==> config.mk <==
export PLATFORM = sky130hd
export DESIGN_NAME = formation_ctl
export DESIGN_NICKNAME = d
export VERILOG_FILES = /design/src/rtl/formation_ctl.sv
export SDC_FILE = /design/constraint.sdc
export NUM_CORES = 1
export LEC_CHECK = 0
export ABC_AREA = 1
export CORE_MARGIN = 8
export CORE_UTILIZATION = 55
export DETAILED_ROUTE_END_ITERATION = 8
export PLACE_DENSITY = 0.83
export SLEW_MARGIN = 20
export SYNTH_ARGS = -nofsm -noshare
export SYNTH_HDL_FRONTEND = slang
export SYNTH_SLANG_ARGS = --single-unit
==> constraint.sdc <==
create_clock -name clk -period 3.56 [get_ports clk]
set_clock_uncertainty 0.2 [all_clocks]
set_input_delay 0.712 -clock clk [delete_from_list [all_inputs] [get_ports clk]]
set_output_delay 0.712 -clock clk [all_outputs]
set_load 0.01 [all_outputs]
==> src/rtl/formation_ctl.sv <==
// formation_ctl: frame-rate sequencer for the invader formation anchor.
// Counts vsync frames, marches the anchor right/left between X_MIN and X_MAX,
// drops it by STEP_Y at each edge and toggles the animation frame per step.
// Optional feature macro: FORMATION_SPEEDUP_EN (period follows alive_count,
// clamped below at MIN_PERIOD). Without it the period is BASE_PERIOD.
module formation_ctl #(
  parameter int X_MIN       = 16,
  parameter int X_MAX       = 48,
  parameter int Y_START     = 32,
  parameter int Y_LAND      = 80,
  parameter int STEP_X      = 8,
  parameter int STEP_Y      = 16,
  parameter int BASE_PERIOD = 4,
  parameter int MIN_PERIOD  = 2,
  parameter int ANIM_FRAMES = 2
) (
  input  logic        clk,
  input  logic        rst_n,
  input  logic        vsync,
  input  logic        start,
  input  logic        pause,
  input  logic [5:0]  alive_count,
  output logic [11:0] xpos,
  output logic [11:0] ypos,
  output logic [1:0]  anim_frame,
  output logic        moving,
  output logic        step_pulse,
  output logic        landed
);

  typedef enum logic [2:0] {
    S_IDLE   = 3'd0,
    S_MOVE_R = 3'd1,
    S_MOVE_L = 3'd2,
    S_DROP   = 3'd3,
    S_LANDED = 3'd4
  } state_t;

  // 13-bit copies of the geometry so sums and compares never wrap
  localparam logic [12:0] X_MIN_W   = 13'(X_MIN);
  localparam logic [12:0] X_MAX_W   = 13'(X_MAX);
  localparam logic [12:0] Y_LAND_W  = 13'(Y_LAND);
  localparam logic [12:0] STEP_X_W  = 13'(STEP_X);
  localparam logic [12:0] STEP_Y_W  = 13'(STEP_Y);
  localparam logic [11:0] X_MIN_12  = 12'(X_MIN);
  localparam logic [11:0] Y_START_12 = 12'(Y_START);
  localparam logic [11:0] STEP_X_12 = 12'(STEP_X);
  localparam logic [5:0]  BASE_P    = 6'(BASE_PERIOD);
  localparam logic [5:0]  MIN_P     = 6'(MIN_PERIOD);
  localparam logic [1:0]  ANIM_LAST = 2'(ANIM_FRAMES - 1);

  state_t      state_q, state_d;
  logic        dir_q, dir_d;
  logic [5:0]  frame_cnt_q, frame_cnt_d;
  logic [5:0]  period_q, period_d;
  logic [11:0] xpos_q, xpos_d;
  logic [11:0] ypos_q, ypos_d;
  logic [1:0]  anim_q, anim_d;
  logic        moving_q, moving_d;
  logic        step_pulse_q, step_pulse_d;
  logic        landed_q, landed_d;
  logic        q1_q, q1_d;
  logic        q2_q, q2_d;

  logic [5:0]  period_new_s;
  logic        tick_s;
  logic        running_s;
  logic        step_s;
  logic [12:0] x_add_s;
  logic [11:0] x_sub_s;
  logic [12:0] y_add_s;

`ifdef FORMATION_SPEEDUP_EN
  // Step period tracks the number of live invaders, never below MIN_PERIOD
  always_comb begin
    if (alive_count < MIN_P) begin
      period_new_s = MIN_P;
    end else begin
      period_new_s = alive_count;
    end
  end
`else
  logic unused_alive_s;
  assign unused_alive_s = ^alive_count;
  assign period_new_s   = BASE_P;
`endif

  assign tick_s    = q1_q & ~q2_q & ~pause;
  assign running_s = (state_q == S_MOVE_R) || (state_q == S_MOVE_L) || (state_q == S_DROP);
  assign step_s    = running_s && tick_s && (frame_cnt_q >= (period_q - 6'd1));
  assign x_add_s   = {1'b0, xpos_q} + STEP_X_W;
  assign x_sub_s   = xpos_q - STEP_X_12;
  assign y_add_s   = {1'b0, ypos_q} + STEP_Y_W;

  // Next-state logic: start has priority, then frame ticks while marching
  always_comb begin
    state_d      = state_q;
    dir_d        = dir_q;
    frame_cnt_d  = frame_cnt_q;
    period_d     = period_q;
    xpos_d       = xpos_q;
    ypos_d       = ypos_q;
    anim_d       = anim_q;
    landed_d     = landed_q;
    step_pulse_d = 1'b0;
    q1_d         = vsync;
    q2_d         = q1_q;

    if (start) begin
      state_d     = S_MOVE_R;
      dir_d       = 1'b0;
      frame_cnt_d = 6'd0;
      period_d    = period_new_s;
      xpos_d      = X_MIN_12;
      ypos_d      = Y_START_12;
      anim_d      = 2'd0;
      landed_d    = 1'b0;
    end else if (running_s && tick_s) begin
      if (step_s) begin
        frame_cnt_d  = 6'd0;
        period_d     = period_new_s;
        step_pulse_d = 1'b1;
        if (anim_q >= ANIM_LAST) begin
          anim_d = 2'd0;
        end else begin
          anim_d = anim_q + 2'd1;
        end
        case (state_q)
          S_MOVE_R: begin
            if (x_add_s <= X_MAX_W) begin
              xpos_d = x_add_s[11:0];
            end else begin
              state_d = S_DROP;
              dir_d   = 1'b1;
            end
          end
          S_MOVE_L: begin
            if ({1'b0, xpos_q} >= (X_MIN_W + STEP_X_W)) begin
              xpos_d = x_sub_s;
            end else begin
              state_d = S_DROP;
              dir_d   = 1'b0;
            end
          end
          S_DROP: begin
            ypos_d = y_add_s[11:0];
            if (y_add_s >= Y_LAND_W) begin
              state_d  = S_LANDED;
              landed_d = 1'b1;
            end else if (dir_q) begin
              state_d = S_MOVE_L;
            end else begin
              state_d = S_MOVE_R;
            end
          end
          default: begin
            state_d = state_q;
          end
        endcase
      end else begin
        frame_cnt_d = frame_cnt_q + 6'd1;
      end
    end else begin
      frame_cnt_d = frame_cnt_q;
    end

    moving_d = (state_d == S_MOVE_R) || (state_d == S_MOVE_L) || (state_d == S_DROP);
  end

  // State and output registers, cleared asynchronously by rst_n
  always_ff @(posedge clk or negedge rst_n) begin
    if (!rst_n) begin
      state_q      <= S_IDLE;
      dir_q        <= 1'b0;
      frame_cnt_q  <= 6'd0;
      period_q     <= BASE_P;
      xpos_q       <= X_MIN_12;
      ypos_q       <= Y_START_12;
      anim_q       <= 2'd0;
      moving_q     <= 1'b0;
      step_pulse_q <= 1'b0;
      landed_q     <= 1'b0;
      q1_q         <= 1'b0;
      q2_q         <= 1'b0;
    end else begin
      state_q      <= state_d;
      dir_q        <= dir_d;
      frame_cnt_q  <= frame_cnt_d;
      period_q     <= period_d;
      xpos_q       <= xpos_d;
      ypos_q       <= ypos_d;
      anim_q       <= anim_d;
      moving_q     <= moving_d;
      step_pulse_q <= step_pulse_d;
      landed_q     <= landed_d;
      q1_q         <= q1_d;
      q2_q         <= q2_d;
    end
  end

  assign xpos       = xpos_q;
  assign ypos       = ypos_q;
  assign anim_frame = anim_q;
  assign moving     = moving_q;
  assign step_pulse = step_pulse_q;
  assign landed     = landed_q;

endmodule

Yosys cells after proc, flatten, opt, wreduce, memory -nomap -nowiden
Index checks and enable logic that the tools add are counted.
{ "word_totals": {"reg_bits": 47, "input_bits": 11, "output_inout_bits": 29, "elab_cells": 95} }
{ "op_classes": {"n_addsub": 6, "order_cmp": 5, "n_eq_ne": 10, "mux": 42, "bitwise": 4, "n_reduce_logical": 16} }
{ "op_table": {"columns": ["op", "n"], "rows": [
  ["$mux 12", 9],
  ["$mux 6", 6],
  ["$pmux 12 s2", 1],
  ["$mux 3", 6],
  ["$add 12x4->13 const B", 1],
  ["$add 12x5->13 const B", 1],
  ["$ge 13x7->1 const B", 1],
  ["$le 13x6->1 const B", 1],
  ["$mux 1", 13],
  ["$eq 3x2->1 const B", 4],
  ["$ge 12x5->1 const B", 1],
  ["$sub 12x4->12 const B", 1],
  ["$mux 2", 5],
  ["$reduce_and 5->1", 2],
  ["$pmux 3 s3", 1],
  ["$reduce_bool 2->1", 4],
  ["$add 6x1->6 const B", 1],
  ["$eq 3x1->1 const B", 2],
  ["$ge 6x6->1", 1],
  ["$ne 3x2->1 const B", 2],
  ["$ne 3x3->1 const B", 2],
  ["$sub 6x1->6 const B", 1],
  ["$logic_or 1x1->1", 4],
  ["$reduce_and 4->1", 1],
  ["9 further kinds", 12]
]} }

Logic depth before layout (Yosys ltp)
Gate-level depths: netlist of the first run.
{ "depth": {"ltp_word": 11, "depth_mapped": 15, "mapped_depth_nobuf": 14} }

Worst setup path before layout of the first run
No wires, ideal clock.
{ "synth_path": {"path_kind": "reg2reg", "startpoint": "register xpos_q[4], in the netlist xpos[4]", "endpoint": "register xpos_q[8], in the netlist xpos[8]", "setup_time_ps": 122, "arrival_ps": 1807, "path_slack_ps": 1431, "path_stages_with_launch": 14, "synth_period_minus_slack_ps": 2129, "cell_sequence": "dfstp_2 > inv_1 > ha_1 > inv_1 > nor2_1 > nand2_1 > nand2_1 > nor2_1 > nand4_2 > nand3_1 > nand2_4 > inv_4 > buf_12 > o21ai_1"} }
{ "synth_between": {"elab_chain_len": 6, "word_cells_on_any_way": 13, "classes_between": "add/sub (2); order compare (2); eq/ne (2); mux (6); reduce/logical (1)"} }
{ "synth_lines": {"columns": ["element", "line_no", "text"], "rows": [
  ["from (decl)", "56", "logic [11:0] xpos_q, xpos_d;"],
  ["from (signal assigned)", "190", "xpos_q <= xpos_d;"],
  ["parallel branches: the longest is 6 deep, another holds $add 12x4->13", null, null]
]} }
Several ways; the timed one is not identified. The select of a mux whose other input is x is not followed.
A chain may end at the register's enable or synchronous reset.

Worst setup path after layout of the first run
{ "layout_path": {"startpoint": "input port pause", "endpoint": "register ypos_q[8], in the netlist ypos[8]"} }
{ "layout_between": {"elab_chain_len": 6, "word_cells_on_any_way": 7, "classes_between": "bitwise (2); reduce/logical (5)"} }
{ "layout_lines": {"columns": ["element", "line_no", "text"], "rows": [
  ["from (decl)", "21", "input logic pause,"],
  ["$not 1->1 (*)", "88", "assign tick_s = q1_q & ~q2_q & ~pause;"],
  ["$and 1x1->1 (*)", "88", null],
  ["$logic_and 1x1->1 (*)", "90, 118", null],
  ["$logic_and 1x1->1", "90", "assign step_s = running_s && tick_s && (frame_cnt_q >= (period_q - 6'd1));"],
  ["$reduce_bool 2->1 (no line)", null, null],
  ["$reduce_and 3->1 (no line) (*)", null, null],
  ["to (signal assigned)", "191", "ypos_q <= ypos_d;"],
  ["to (decl)", "57", "logic [11:0] ypos_q, ypos_d;"]
]} }
Every way passes the cells marked *; elsewhere a longest branch is shown, timed or not.

==> results of run 1 <==
-- state kept, by name, summed over array words and instances (netlist names) --
register     flops
anim_frame       2
dir_q            1
frame_cnt_q      6
landed           1
moving           1
q1_q             1
q2_q             1
state_q          3
step_pulse       1
xpos             9
ypos             8
-- critical path, stage by stage --
cell and delay [ps]:
clkdlybuf4s50_1 390, nor3b_1 190, o21ai_1 100, inv_2 110
nand2_2 130, nor2_4 150, inv_1 60, nor2_2 260
inv_1 100, o22ai_1 140
-- worst paths after layout --
check,start,end,slack (ps)
max in group asynchronous,rst_n,xpos[4],2190
hold reg to reg,q1_q,q2_q,170
hold / removal,q1_q,q2_q,170
min in group asynchronous,rst_n,xpos[8],630
setup reg to reg,xpos[4],xpos[10],1270
setup / recovery,pause,ypos[8],1210
-- cell families after synthesis --
kind of cell,count (synthesis),synth area share
compound gates,41,0.106
xor+xnor,3,0.0113
fa+ha+maj,6,0.0323
buf+inv,67,0.134
flops,34,0.368
mux,1,0.00431
other cells,1,0.00162
simple gates,165,0.342
-- layer usage --
layer | vias up | share of wire
met5 | - | 0
met3 | 7 | 0.073
li1 | 1056 | -
met4 | 0 | 0.012
met1 | 937 | 0.42
met2 | 62 | 0.49
-- power breakdown --
part / switching, mW / leakage (nW) / total [mW] / internal, mW
Clock: 0.145 / 0.0504 / 0.353 / 0.208
Combinational: 0.235 / 0.800 / 0.381 / 0.147
Sequential: 0.0476 / 0.449 / 0.464 / 0.417
-- placed cells by master (no fill, tap or decap), drive strengths merged, types with 2 or more instances in the layout --
master,Yosys,routed
dfrtp,32,32
nor3,5,5
xor2,2,2
o21ai,25,25
buf,11,2
a21oi,7,7
clkinvlp,0,2
nand4,9,9
conb,1,7
clkdlybuf4s50,0,26
nor2,42,42
ha,6,6
dfstp,2,2
inv,56,56
o22ai,3,3
clkbuf,0,5
nand3,21,21
nand2,86,86
-- layout make-up --
cell class / count / area share
Inverter: 56 / 0.0789
Timing Repair Buffer: 28 / 0.102
Sequential cell: 34 / 0.316
Tap cell: 50 / 0.0232
Multi-Input combinational cell: 223 / 0.437
Clock inverter: 3 / 0.0167
Clock buffer: 5 / 0.0255
-- stage by stage --
stage	cells	utilization	setup WS, ps	hold slack, ps	cell area (sq um)
floorplan	324	-	1430	146	2340
global placement	391	0.641	951	155	2580
detailed placement	391	0.641	937	163	2580
CTS	399	0.669	1200	181	2700
global route	399	0.669	1080	199	2700
finish	399	0.669	1210	174	2700
==> run metrics, run 1 <==
kind of critical path=in2reg; Hold Path Depth=0; die area=6550 sq um; final hold violations=0; Die H=approximately 80 um; setup bufs post-CTS=0; met3 global-route usage=0.0430; leak pwr=between 1 and 1.5 nW; Initial Util=0.576; top cell type's share of synthesized area=0.345; Critical Path RT=3560 ps; ys async rst share=1.00; EDFF count, synth=0; outcome=complete, no violations; GRT Max-Usage Layer=met2; DRT iter0 DRCs=~130; initial antenna violation count=0; Final Setup Violations=0; CP Launch Type=primary input; crit share post-route=0.659; fillers=about 370; WP data arrival=2350 ps; final wirelength=4.95 mm; Area growth syn-to-layout=16.2%; footprint of the multi-input gates=1180 sq um; Final Max Tran Viols=0; WL/cell=about 12 um; M1 GR Usage=0.194; grt ovf=0; worst hold path type=reg2reg; first-pass GRT wire length=8.47 mm; Resize count post-CTS=0; Detailed Routing Iterations Pass 1=4; final antenna-violating net count=0; most common flop cell mapped by yosys=dfrtp_1; ant diodes=0; DRC=0; Post-layout nets=365; RSZ-0062 raised after global routing=false; Total Routing Usage GR=0.164; clock latency on the worst-skew pair=290 ps; I/O Buffers=26; Power, Total=1.20 mW; cell area after synthesis=2320 sq um; GP Congestion=0.910; minimum clock period=around 2300 ps; yosys warns=0; largest net degree at the start of global routing=35; Max Cap Viol=0; grt met2 use=0.283; via/cell ratio=roughly 5.2; Critical Path Sink Type=flip-flop; TritonCTS buffer count=5; fraction of layout cells with a size suffix above 1=0.135; sequential element share of the synthesized area=0.368; via count=2062; vias in the first global route=slightly below 2000; clock tree buffer depth=2; register area=853 sq um; H-Tree Depth=2; pwr/cell area=444 nW/um^2; top cells by area, synth=dfrtp_1 (35%), nand2_1 (12%), inv_1 (7.4%); Commonest cells post-synth=nand2_1 (76), inv_1 (46), nor2_1 (34), dfrtp_1 (32), nand3_1 (21); Clock Sinks=34; CTS tree=done; Core Region=a little over 4000 sq um; worst r2r path cells=13; syn_area_per_cell=roughly 7.3 sq um; Die W=roughly 80 um; library cells used by synthesis=37; setup total negative slack=0 ps; post-detail-place hpwl=between 3 and 4 mm; std cell rows=23; Max VDD drop=0.373 mV; Mapped Cells=318; I/O Pins=40; CTS Root Cell=clkbuf_8; top-count cell post-synth=nand2_1; CTS Hold Buffers Added=0; Synth Register Bits=34; cell taking the most area after synthesis=dfrtp_1; Critical Path Fanout Max=7; CTS clk-pin slew, worst paths=70 ps; Max Clk Rate=426 MHz
Note: power is estimated with default switching activity, not from simulation.
==> inputs of run 2 (changes only) <==
--- a/config.mk
+++ b/config.mk
@@ -7,9 +7,9 @@
 export LEC_CHECK = 0
 export ABC_AREA = 1
 export CORE_MARGIN = 8
-export CORE_UTILIZATION = 55
+export CORE_UTILIZATION = 48
 export DETAILED_ROUTE_END_ITERATION = 8
-export PLACE_DENSITY = 0.83
+export PLACE_DENSITY = 0.76
 export SLEW_MARGIN = 20
 export SYNTH_ARGS = -nofsm -noshare
 export SYNTH_HDL_FRONTEND = slang
==> constraint.sdc (replaced) <==
create_clock -name clk -period 1.91 [get_ports clk]
set_clock_uncertainty 0.2 [all_clocks]
set_input_delay 0.382 -clock clk [delete_from_list [all_inputs] [get_ports clk]]
set_output_delay 0.382 -clock clk [all_outputs]
set_load 0.01 [all_outputs]
==> run metrics, run 2 (synthesis gave the netlist of run 1 again) <==
post-detail-place hpwl=4.32 mm (was 3.83 mm); slowest stage delay, CP=600 ps (was 390 ps); Die H=85.5 um (was 81.0 um); CP Launch Type=flip-flop (was primary input); TritonCTS buffer count=5 (unchanged); GP Congestion=0.936 (was 0.910); Power, Total=2.70 mW (was 1.20 mW); largest net degree at the start of global routing=20 (was 35); CTS clk-pin slew, worst paths=80 ps (was 70 ps); std cell rows=25 (was 23); final hold violations=0 (unchanged); initial antenna violation count=0 (unchanged); clock latency on the worst-skew pair=290 ps (about the same); DRC=0 (unchanged); CTS tree=done (unchanged); Final Max Tran Viols=0 (unchanged); failing checks=setup timing; WL/cell=14.0 um (was 12.4 um); Post-layout nets=426 (was 365); Hold Path Depth=0 (unchanged); clock tree buffer depth=2 (unchanged); Die W=85.5 um (was 81.0 um); via/cell ratio=5.07 (was 5.17); hold_sp=q1_q (unchanged); most common library cell in the layout ignoring fill and taps=buf_4 (was nand2_1); I/O Buffers=26 (unchanged); fin worst setup slack=-246 ps (was 1210 ps); register area=861 sq um (was 853 sq um); I/O Pins=40 (unchanged); worst hold path type=reg2reg (unchanged); leak pwr=1.70 nW (was 1.30 nW); footprint of the multi-input gates=1440 sq um (was 1180 sq um); CP top delay family=simple AND/OR/NAND/NOR gates (unchanged); outcome=finished, violations left (was complete, no violations); flop-to-flop setup slack=-250 ps (was 1270 ps); Core Region=4690 sq um (was 4030 sq um); most frequent cells in the layout=buf_4 (60), nand2_1 (59), inv_1 (37) (was nand2_1 (76), inv_1 (46), nor2_1 (34)); Critical Path Sink Type=flip-flop (unchanged); CTS Root Cell=clkbuf_8 (unchanged); Total Routing Usage GR=0.174 (was 0.164); Reg-to-Reg Start=xpos[4] (unchanged); worst r2r path cells=13 (unchanged); final instance area=3420 sq um (was 2700 sq um); DRT iter0 DRCs=116 (was 128); R2R Path End=xpos[11] (was xpos[10]); max reg flops=9 (unchanged); Initial Util=0.495 (was 0.576); Detailed Routing Iterations Pass 1=4 (unchanged); setup total negative slack=-2020 ps (was 0 ps); fraction of layout cells with a size suffix above 1=0.415 (was 0.135); Critical Path RT=1890 ps (was 3560 ps); final wirelength=6.48 mm (was 4.95 mm); die area=7320 sq um (was 6550 sq um); Max Clk Rate=464 MHz; Max VDD drop=0.599 mV (was 0.373 mV); vias in the first global route=2367 (was 1958); Max Cap Viol=0 (unchanged); Fin Hold WS=168 ps (was 174 ps); via count=2354 (was 2062); crit share post-route=1.13; RSZ-0062 raised after global routing=true (was false); Top cell by count, worst path=nand2_1 (was inv_1); slowest cell on the critical path=dfstp_2 (was clkdlybuf4s50_1); Area growth syn-to-layout=47.3% (was 16.2%); first-pass GRT wire length=10.3 mm (was 8.47 mm); worst-path cell chain=inv_2 > ha_4 > inv_2 > nor2_1 > nand2_1 > nand2_1 > nor2_2 > nand4_4 > nand3_2 > nand2_4 > buf_4 > nand2_1 > o21ai_1 (was clkdlybuf4s50_1 > nor3b_1 > o21ai_1 > inv_2 > nand2_2 > nor2_4 > inv_1 > nor2_2 > inv_1 > o22ai_1); dpl cell area=3000 sq um (was 2580 sq um); fillers=331 (was 367); Clock Sinks=34 (unchanged); final antenna-violating net count=0 (unchanged); pwr/cell area=790 nW/um^2 (was 444 nW/um^2); WP buf/inv=3 (was 4); Critical Path Fanout Max=5 (was 7); grt ovf=0 (unchanged); CTS Hold Buffers Added=0 (unchanged); WP data arrival=2130 ps (was 2350 ps); minimum clock period=approximately 2200 ps; kind of critical path=reg2reg (was in2reg); ant diodes=0 (unchanged); Hold Path End=q2_q (unchanged); Final Setup Violations=12 (was 0); H-Tree Depth=2 (unchanged)
[run 2: cell types whose count changed in the layout (fill, tap and decap cells not counted), moves of 8 or more]
cell,delta
clkdlybuf4s50_1,-9
buf_4,+58
nand3_1,-8
inv_2,+8
inv_1,-9
nand2_2,+15
nand2_1,-17
nor2_1,-12
[run 2: how the worst max path moves through the flow]
stage               startpoint  endpoint  cells past startpoint
floorplan              xpos[4]   xpos[6]                     14
global placement         pause  xpos[10]                     12
detailed placement       pause   xpos[7]                     12
CTS                    xpos[4]   xpos[3]                     13
global route           xpos[4]  xpos[11]                     13
finish                 xpos[4]  xpos[11]                     13
[run 2: stage by stage]
step / setup WS, ps / util / std cells
after global routing: -362 / 0.729 / 464
after CTS: -167 / 0.691 / 460
after global placement: -281 / 0.639 / 445
after floorplan: -141 / - / 324
after detailed placement: -308 / 0.639 / 445
final: -246 / 0.729 / 464
[run 2: layout make-up]
type,instances,share of cell area
tap,54,0.0198
timing repair inverter,1,0.00183
timing repair buffer,88,0.214
inverter,56,0.0644
clock inverter,2,0.00366
sequential,34,0.252
clock buffer,6,0.0241
multi-input combinational,223,0.420
[run 2: what timing repair did]
| item | 4_1_cts | 5_1_grt |
|---|---|---|
| setup endpoints to repair | 24 | 28 |
| pin swaps | 17 | 14 |
| setup buffers | 6 | 4 |
| gates cloned | 1 | 0 |
| resized for setup | 42 | 46 |
[run 2: per-layer routing]
layer | global-route usage | vias to the layer above | part of all wire
li1 | - | 1178 | -
met3 | 0.0458 | 17 | 0.050
met4 | 0.0701 | 0 | 0.024
met1 | 0.205 | 1089 | 0.43
met2 | 0.294 | 70 | 0.50
met5 | 0 | - | 0
[run 2: report_power, final]
part,internal [mW],leakage (nW),switching (mW)
Clock,0.290,0.0472,0.281
Combinational,0.625,1.22,0.652
Sequential,0.781,0.440,0.0741
Total,1.70,1.70,1.01
==> inputs of run 3 (changes only) <==
--- a/config.mk
+++ b/config.mk
@@ -10,6 +10,7 @@
 export CORE_UTILIZATION = 48
 export DETAILED_ROUTE_END_ITERATION = 8
 export PLACE_DENSITY = 0.76
+export REMOVE_ABC_BUFFERS = 1
 export SLEW_MARGIN = 20
 export SYNTH_ARGS = -nofsm -noshare
 export SYNTH_HDL_FRONTEND = slang
==> run metrics, run 3 (synthesis gave the netlist of run 1 again) <==
final hold violations=0 (unchanged); Critical Path Fanout Max=5 (unchanged); clock latency on the worst-skew pair=290 ps (about the same); outcome=finished, violations left (unchanged); Die H=85.5 um (unchanged); I/O Buffers=26 (unchanged); initial antenna violation count=0 (unchanged); post-detail-place hpwl=4.42 mm (was 4.32 mm); failing checks=setup timing (unchanged); CTS Root Cell=clkbuf_8 (unchanged); CP Launch Type=flip-flop (unchanged); final wirelength=6.95 mm (was 6.48 mm); register area=861 sq um (unchanged); WP data arrival=2110 ps (was 2130 ps); fillers=313 (was 331); worst-path cell chain=buf_4 > nand3_2 > o21ai_2 > nand2_2 > nor2_4 > nand4_4 > nand3_2 > nand2_4 > buf_12 > nand2_2 > o21ai_1 (was inv_2 > ha_4 > inv_2 > nor2_1 > nand2_1 > nand2_1 > nor2_2 > nand4_4 > nand3_2 > nand2_4 > buf_4 > nand2_1 > o21ai_1); DRT iter0 DRCs=106 (was 116); setup total negative slack=-2060 ps (was -2020 ps); kind of critical path=reg2reg (unchanged); Critical Path RT=1880 ps (was 1890 ps); std cell rows=25 (unchanged); Final Max Tran Viols=0 (unchanged); DRC=0 (unchanged); Final Setup Violations=12 (unchanged); CTS tree=done (unchanged); Max VDD drop=0.948 mV (was 0.599 mV); ant diodes=0 (unchanged); Power, Total=2.99 mW (was 2.70 mW); final instance area=3590 sq um (was 3420 sq um); Max Cap Viol=0 (unchanged); fraction of layout cells with a size suffix above 1=0.437 (was 0.415); max reg flops=9 (unchanged); largest net degree at the start of global routing=35 (was 20); Post-layout nets=435 (was 426); Clock Sinks=34 (unchanged); Critical Path Sink Type=flip-flop (unchanged); H-Tree Depth=2 (unchanged); slowest stage delay, CP=590 ps (was 600 ps); most frequent cells in the layout=buf_4 (65), nand2_1 (58), inv_1 (36) (was buf_4 (60), nand2_1 (59), inv_1 (37)); most common library cell in the layout ignoring fill and taps=buf_4 (unchanged); Max Clk Rate=468 MHz (was 464 MHz); via count=2466 (was 2354); I/O Pins=40 (unchanged); WP buf/inv=2 (was 3); dpl cell area=3030 sq um (was 3000 sq um); Initial Util=0.495 (unchanged); pwr/cell area=832 nW/um^2 (was 790 nW/um^2); GP Congestion=0.904 (was 0.936); Core Region=4690 sq um (unchanged); WL/cell=14.7 um (was 14.0 um); footprint of the multi-input gates=1490 sq um (was 1440 sq um); final antenna-violating net count=0 (unchanged); via/cell ratio=5.21 (was 5.07); CP top delay family=simple AND/OR/NAND/NOR gates (unchanged); die area=7320 sq um (unchanged); Area growth syn-to-layout=54.8% (was 47.3%); Detailed Routing Iterations Pass 1=5 (was 4); minimum clock period=2140 ps (was 2160 ps); fin worst setup slack=-227 ps (was -246 ps); grt ovf=0 (unchanged); vias in the first global route=2521 (was 2367); leak pwr=1.84 nW (was 1.70 nW); crit share post-route=1.12 (was 1.13); RSZ-0062 raised after global routing=true (unchanged); slowest cell on the critical path=dfstp_2 (unchanged); clock tree buffer depth=2 (unchanged); Total Routing Usage GR=0.187 (was 0.174); CTS clk-pin slew, worst paths=70 ps (was 80 ps); TritonCTS buffer count=5 (unchanged); first-pass GRT wire length=11.0 mm (was 10.3 mm); worst hold path type=reg2reg (unchanged); Die W=85.5 um (unchanged)
[run 3: what timing repair did]
item	4_1_cts	5_1_grt
buffers inserted	12	4
gates cloned	1	0
endpoints found under the setup margin	24	29
gates resized for setup	53	58
endpoints found under the hold margin	0	0
pin swaps	17	22
hold buffers	0	0
[run 3: final cells by class]
cell class                      count  share of cell area
Clock buffer                        7              0.0240
Clock inverter                      1             0.00836
Inverter                           56              0.0613
Multi-Input combinational cell    223               0.413
Sequential cell                    34               0.240
Tap cell                           54              0.0188
Timing Repair Buffer               97               0.232
Timing Repair inverter              1             0.00244
[run 3: final timing paths]
check | start | endpoint | slack, ps | cells after the start
setup reg to reg | xpos[4] | xpos[3] | -230 | 11
hold / removal | q1_q | q2_q | 180 | 0
max in group asynchronous | rst_n | xpos[4] | 990 | 2
hold reg to reg | q1_q | q2_q | 180 | 0
setup / recovery | xpos[4] | xpos[3] | -230 | 11
min in group asynchronous | rst_n | ypos[7] | 270 | 2
[run 3: per-layer routing]
| layer | wire length [um] | GRT usage | up-vias |
|---|---|---|---|
| li1 | - | - | 1207 |
| met1 | 2720 | 0.207 | 1157 |
| met4 | 214 | 0.0764 | 0 |
| met2 | 3640 | 0.335 | 80 |
| met3 | 369 | 0.0420 | 22 |
| met5 | 0 | 0 | - |
[run 3: power breakdown]
part | internal [mW] | switching, mW | leakage (nW)
Combinational | 0.699 | 0.746 | 1.34
Clock | 0.425 | 0.263 | 0.0585
Sequential | 0.781 | 0.0758 | 0.440
Total | 1.91 | 1.08 | 1.84
[run 3: stage by stage]
stage | hold WS (ps) | utilization | instances | setup slack, ps
3_5_place_dp | 163 | 0.645 | 450 | -294
5_1_grt | 200 | 0.766 | 473 | -321
3_3_place_gp | 156 | 0.645 | 450 | -234
4_1_cts | 194 | 0.719 | 470 | -191
6_report | 181 | 0.766 | 473 | -227
2_1_floorplan | -114 | - | 313 | -191
[run 3: worst register-to-register path, cell delays in order (launching register included)]
cell and delay, ps:
dfstp_2 590, buf_4 150, nand3_2 110, o21ai_2 160, nand2_2 90, nor2_4 140
nand4_4 120, nand3_2 100, nand2_4 110, buf_12 150, nand2_2 40, o21ai_1 60
